==> src/rtl/axi4_lite_write_router.sv <==
// AXI4-Lite write-channel router: captures one AW, asks the address decoder for a
// target, steers AW/W to that slave and returns its B response (or a local DECERR).
module axi4_lite_write_router #(
    parameter int ADDR_WIDTH = 32,
    parameter int DATA_WIDTH = 32,
    parameter int SLAVE_NUM  = 2,
    localparam int STRB_W    = DATA_WIDTH / 8,
    localparam int IDX_W     = (SLAVE_NUM > 1) ? $clog2(SLAVE_NUM) : 1
) (
    input  logic                   clk,
    input  logic                   rst_n,
    input  logic [ADDR_WIDTH-1:0]  s_awaddr,
    input  logic                   s_awvalid,
    output logic                   s_awready,
    input  logic [DATA_WIDTH-1:0]  s_wdata,
    input  logic [STRB_W-1:0]      s_wstrb,
    input  logic                   s_wvalid,
    output logic                   s_wready,
    output logic [1:0]             s_bresp,
    output logic                   s_bvalid,
    input  logic                   s_bready,
    output logic [ADDR_WIDTH-1:0]  dec_addr,
    input  logic [SLAVE_NUM-1:0]   dec_slave_sel,
    input  logic [IDX_W-1:0]       dec_sel_idx,
    output logic [ADDR_WIDTH-1:0]  m_awaddr,
    output logic [SLAVE_NUM-1:0]   m_awvalid,
    input  logic [SLAVE_NUM-1:0]   m_awready,
    output logic [DATA_WIDTH-1:0]  m_wdata,
    output logic [STRB_W-1:0]      m_wstrb,
    output logic [SLAVE_NUM-1:0]   m_wvalid,
    input  logic [SLAVE_NUM-1:0]   m_wready,
    input  logic [2*SLAVE_NUM-1:0] m_bresp,
    input  logic [SLAVE_NUM-1:0]   m_bvalid,
    output logic [SLAVE_NUM-1:0]   m_bready
);

    // Handshakes: a transfer happens on a rising edge where valid && ready are both 1;
    // valid never waits on ready, and a raised valid holds with stable payload until then.
    typedef enum logic [2:0] {IDLE, DECODE, FWD, ERR_W, RESP, ERR_RESP} state_t;

    state_t                  state;
    logic [ADDR_WIDTH-1:0]   aw_addr_q;
    logic [IDX_W-1:0]        tgt_idx_q;
    logic                    aw_done;
    logic                    w_done;

    logic [SLAVE_NUM-1:0]    tgt_oh;
    logic [1:0]              tgt_bresp;
    logic                    tgt_awready;
    logic                    tgt_wready;
    logic                    tgt_bvalid;
    logic                    aw_hs;
    logic                    w_hs;

    always_comb begin
        tgt_oh    = '0;
        tgt_bresp = 2'b00;
        for (int i = 0; i < SLAVE_NUM; i++) begin
            if (tgt_idx_q == IDX_W'(i)) begin
                tgt_oh[i] = 1'b1;
                tgt_bresp = m_bresp[2*i +: 2];
            end
        end
    end

    assign tgt_awready = |(m_awready & tgt_oh);
    assign tgt_wready  = |(m_wready & tgt_oh);
    assign tgt_bvalid  = |(m_bvalid & tgt_oh);
    assign aw_hs       = (state == FWD) && !aw_done && tgt_awready;
    assign w_hs        = (state == FWD) && !w_done && s_wvalid && tgt_wready;

    assign dec_addr  = aw_addr_q;
    assign m_awaddr  = aw_addr_q;
    assign m_wdata   = s_wdata;
    assign m_wstrb   = s_wstrb;
    assign s_awready = (state == IDLE);
    assign s_wready  = ((state == FWD) && tgt_wready && !w_done) || (state == ERR_W);
    assign m_awvalid = ((state == FWD) && !aw_done) ? tgt_oh : '0;
    assign m_wvalid  = ((state == FWD) && !w_done && s_wvalid) ? tgt_oh : '0;
    assign m_bready  = ((state == RESP) && s_bready) ? tgt_oh : '0;
    assign s_bvalid  = ((state == RESP) && tgt_bvalid) || (state == ERR_RESP);
    assign s_bresp   = (state == RESP)     ? tgt_bresp :
                       (state == ERR_RESP) ? 2'b11     : 2'b00;

    always_ff @(posedge clk or negedge rst_n) begin
        if (!rst_n) begin
            state     <= IDLE;
            aw_addr_q <= '0;
            tgt_idx_q <= '0;
            aw_done   <= 1'b0;
            w_done    <= 1'b0;
        end else begin
            case (state)
                IDLE: begin
                    if (s_awvalid) begin
                        aw_addr_q <= s_awaddr;
                        state     <= DECODE;
                    end
                end
                DECODE: begin
                    if (|dec_slave_sel) begin
                        tgt_idx_q <= dec_sel_idx;
                        aw_done   <= 1'b0;
                        w_done    <= 1'b0;
                        state     <= FWD;
                    end else begin
                        state <= ERR_W;
                    end
                end
                FWD: begin
                    if (aw_hs) aw_done <= 1'b1;
                    if (w_hs)  w_done  <= 1'b1;
                    // Leave as soon as the later of the two channels completes.
                    if ((aw_done || aw_hs) && (w_done || w_hs)) state <= RESP;
                end
                ERR_W: begin
                    if (s_wvalid) state <= ERR_RESP;
                end
                RESP: begin
                    if (s_bready && tgt_bvalid) state <= IDLE;
                end
                ERR_RESP: begin
                    if (s_bready) state <= IDLE;
                end
                default: state <= IDLE;
            endcase
        end
    end

endmodule

==> config.mk <==
export PLATFORM = sky130hd
export DESIGN_NAME = axi4_lite_write_router
export DESIGN_NICKNAME = d
export VERILOG_FILES = /design/src/rtl/axi4_lite_write_router.sv
export SDC_FILE = /design/constraint.sdc
export NUM_CORES = 1
export LEC_CHECK = 0
export ABC_CLOCK_PERIOD_IN_PS = 1500
export CORE_MARGIN = 10
export CORE_UTILIZATION = 29
export DETAILED_ROUTE_END_ITERATION = 8
export PLACE_DENSITY = 0.76
export SYNTH_ARGS = -nofsm -noshare
export SYNTH_HDL_FRONTEND = slang
export SYNTH_SLANG_ARGS = --single-unit
==> constraint.sdc <==
create_clock -name clk -period 1.5 [get_ports clk]
set_input_delay 0.225 -clock clk [delete_from_list [all_inputs] [get_ports clk]]
set_output_delay 0.225 -clock clk [all_outputs]
set_load 0.005 [all_outputs]
==> metrics.md, run 1 <==
| Metric | Value |
|---|---|
| DP Worst Slack | `-0.326 ns` |
| Setup Skew | `0.00493 ns` |
| Post-synth top cells | `buf_4 (71), dfrtp_1 (38), mux2_1 (29), nor2_1 (13), mux2_2 (5)` |
| Share of synthesized flip-flops with an asynchronous set or reset | `100%` |
| # fillers | `659` |
| DP HPWL | `4940 µm` |
| PnR worst setup slack | `-0.248 ns` |
| Worst hold margin | `0.450 ns` |
| Critical Path Slowest Stage Cell | `dfrtp_1` |
| Yosys cell types | `27` |
| Clock latency on the worst-skew pair | `0.28 ns` |
| Crit. End Element | `flop` |
| Syn. warnings | `0` |
| RSZ-0062 raised after global routing | `true` |
| Setup CP Type | `flop to flop` |
| CP max FO | `7` |
| Initial Utilization | `30.3%` |
| Routability cong. | `0.823` |
| Initial DRC Count | `26` |
| Gr usage total | `10.5%` |
| Grt ovf | `0` |
| Post-Syn Instances | `194` |
| Ant diodes | `0` |
| Setup violators final | `45` |
| H-tree Lvls | `2` |
| Die X | `108 µm` |
| Die height | `108 µm` |
| Yosys top cell area share | `42.6%` |
| CTS tree | `done` |
| EDFF count, synth | `0` |
| Sink Count | `38` |
| Routing usage on met3 | `5.09%` |
| Critical Path Start Type | `flop` |
| Port bufs | `124` |
| Final Cycle Share | `117%` |
| Worst vdd rail ir drop | `809 µV` |
| Final std cells w/o fill | `383` |
| Crit-path max cell delay | `0.43 ns` |
| Antenna-violating nets left | `0` |
| Pre-antenna DRT Iters | `3` |
| Fin crit period | `1.75 ns` |
| Power Density | `2020 nW/µm²` |
| Vias per std cell | `4.40` |
| Leakage | `0.00150 µW` |
| Layout cell share with drive strength beyond 1 | `29.2%` |
| GR Util met1 | `10.5%` |
| WP data required | `1.67 ns` |
| Syn avg cell area | `11.5 µm²` |
| Prevailing post-synth register cell | `dfrtp_1` |
| Total power draw | `7230 µW` |
| Final slew viol count | `0` |
| Area grow syn2layout | `60.0%` |
| Max clock buf depth | `2` |
| I/O pins | `197` |
| DRC errors left | `0` |
| Hold Path Class | `input port to primary output` |
| Final net count | `369` |
| Core Area | `7370 µm²` |
| Routed len/inst | `17.0 µm` |
| Final hold vios | `0` |
| Num CTS Buffers | `5` |
| Post-Syn Area | `2230 µm²` |
| CP Cell Sequence | `buf_4 > nor3_4 > and2_4 > bufbuf_16 > mux2_2` |
| Post-layout util | `48.5%` |
| Synthesized net count | `280` |
| Max cap viols | `0` |
| Final WL | `6490 µm` |
| Site Rows | `31` |
| Outcome | `finished, violations left` |
| Fmax | `572 MHz` |
| Met2 Use GR | `18.6%` |
| Slew Limit Headroom | `66.6%` |
| Post-synthesis register bit count | `38` |
| Top Usage Layer GRT | `met2` |
| Placed cells | `361` |
| Worst slew pin tran | `0.501 ns` |
| Post-synthesis sequential area ratio | `42.6%` |
| Via count | `1686` |
| Clock slew at reported path FFs | `0.08 ns` |
| Antenna violations before repair | `0` |
| Violations in the final reports | `negative setup slack` |
| Most frequent cell after synthesis | `buf_4` |
| Critical path arrival | `1.92 ns` |
| Dominant cells by area after synthesis | `dfrtp_1 (43%), buf_4 (24%), mux2_1 (15%)` |
| Synth area leader | `dfrtp_1` |
| Largest net degree at the start of global routing | `39` |
| Root Driver | `clkbuf_8` |
| Die Area | `11600 µm²` |
| Number of global-route vias before repair | `1901` |
| First-pass GRT wire length | `9690 µm` |
==> cells by family (layout without fill, tap and decap cells) <==
| family | after synthesis | in the layout | share of synthesized area [%] |
|---|---|---|---|
| and+or+nand+nor | 27 | 27 | 6.95 |
| muxes | 38 | 38 | 18.9 |
| DFF | 38 | 38 | 42.6 |
| buffers and inverters | 79 | 169 | 26.6 |
| AOI/OAI and AO/OA | 12 | 12 | 4.93 |
==> cell type report <==
class | count | area [µm²] | share of cell area [%]
Clock buffer | 5 | 68.8 | 1.93
Timing Repair Buffer | 158 | 1570 | 43.8
Inverter | 3 | 11.3 | 0.315
Multi-Input combinational cell | 77 | 810 | 22.7
Sequential cell | 38 | 953 | 26.7
Clock inverter | 3 | 40.0 | 1.12
Tap cell | 99 | 124 | 3.47
==> placed cells by master, fill, tap and decap left out, drive strengths merged, types with 2 or more instances in the layout <==
cell type	Yosys	routed
clkdlybuf4s50	0	112
buf	76	43
dfrtp	38	38
mux2	34	34
nor2	13	13
clkbuf	0	5
mux2i	4	4
inv	3	3
a21oi	3	3
nand2	3	3
nor3	2	2
o2bb2ai	2	2
o41ai	2	2
clkinv	0	2
nand2b	2	2
nor4	2	2
==> through the flow <==
stage / setup TNS [ns] / cell area (µm²)
2_1_floorplan: 0 / 2250
3_3_place_gp: -5.97 / 3190
3_5_place_dp: -6.84 / 3190
4_1_cts: -6.10 / 3510
5_1_grt: -9.63 / 3570
6_report: -6.35 / 3570
==> flip-flops by register name (all words and copies together) (netlist names) <==
| signal | flops |
|---|---|
| tgt_idx_q | 1 |
| state | 3 |
| dec_addr | 32 |
| aw_done | 1 |
| w_done | 1 |
==> where the power goes <==
| part | leakage, µW | internal (µW) | switching, µW |
|---|---|---|---|
| logic | 0.000990 | 2940 | 1450 |
| registers | 0.000450 | 1560 | 435 |
| clock network | 0.0000579 | 490 | 362 |
==> per-layer routing <==
layer | routed length [µm] | share of wire (%)
met3 | 784 | 12
met4 | 118 | 1.8
met5 | 0 | 0
met1 | 2400 | 37
met2 | 3190 | 49
==> worst max-delay path, delay by kind of cell, from the launching register on <==
family | cells | cell delay (ns)
simple gates | 2 | 0.42
buf+inv | 2 | 0.47
mux | 1 | 0.32
flops | 1 | 0.43
==> worst paths after layout <==
path	startpoint	endpoint	slack, ns	cells after the start
setup / recovery	state[2]	dec_addr[31]	-0.25	5
hold / removal	s_wdata[21]	m_wdata[21]	0.45	0
setup reg to reg	state[2]	dec_addr[31]	-0.25	5
hold reg to reg	dec_addr[25]	dec_addr[25]	0.51	1
max in group asynchronous	rst_n	state[0]	0.60	3
min in group asynchronous	rst_n	dec_addr[9]	0.53	3
==> repair_timing <==
| item | 4_1_cts | 5_1_grt |
|---|---|---|
| pin swaps | 13 | 11 |
| endpoints found under the setup margin | 45 | 45 |
| hold endpoints to repair | 12 | 0 |
| gates resized for setup | 61 | 18 |
| hold buffers | 1 | 0 |
| gates cloned | 2 | 0 |
| setup buffers | 12 | 2 |
No activity file was read; power rests on OpenSTA's default activity.
==> run 2: changes to the inputs <==
- CTS_BUF_LIST: default -> sky130_fd_sc_hd__clkbuf_8
==> results of run 2 <==
No change in the layout: final DEF, timing and power equal those of run 1.
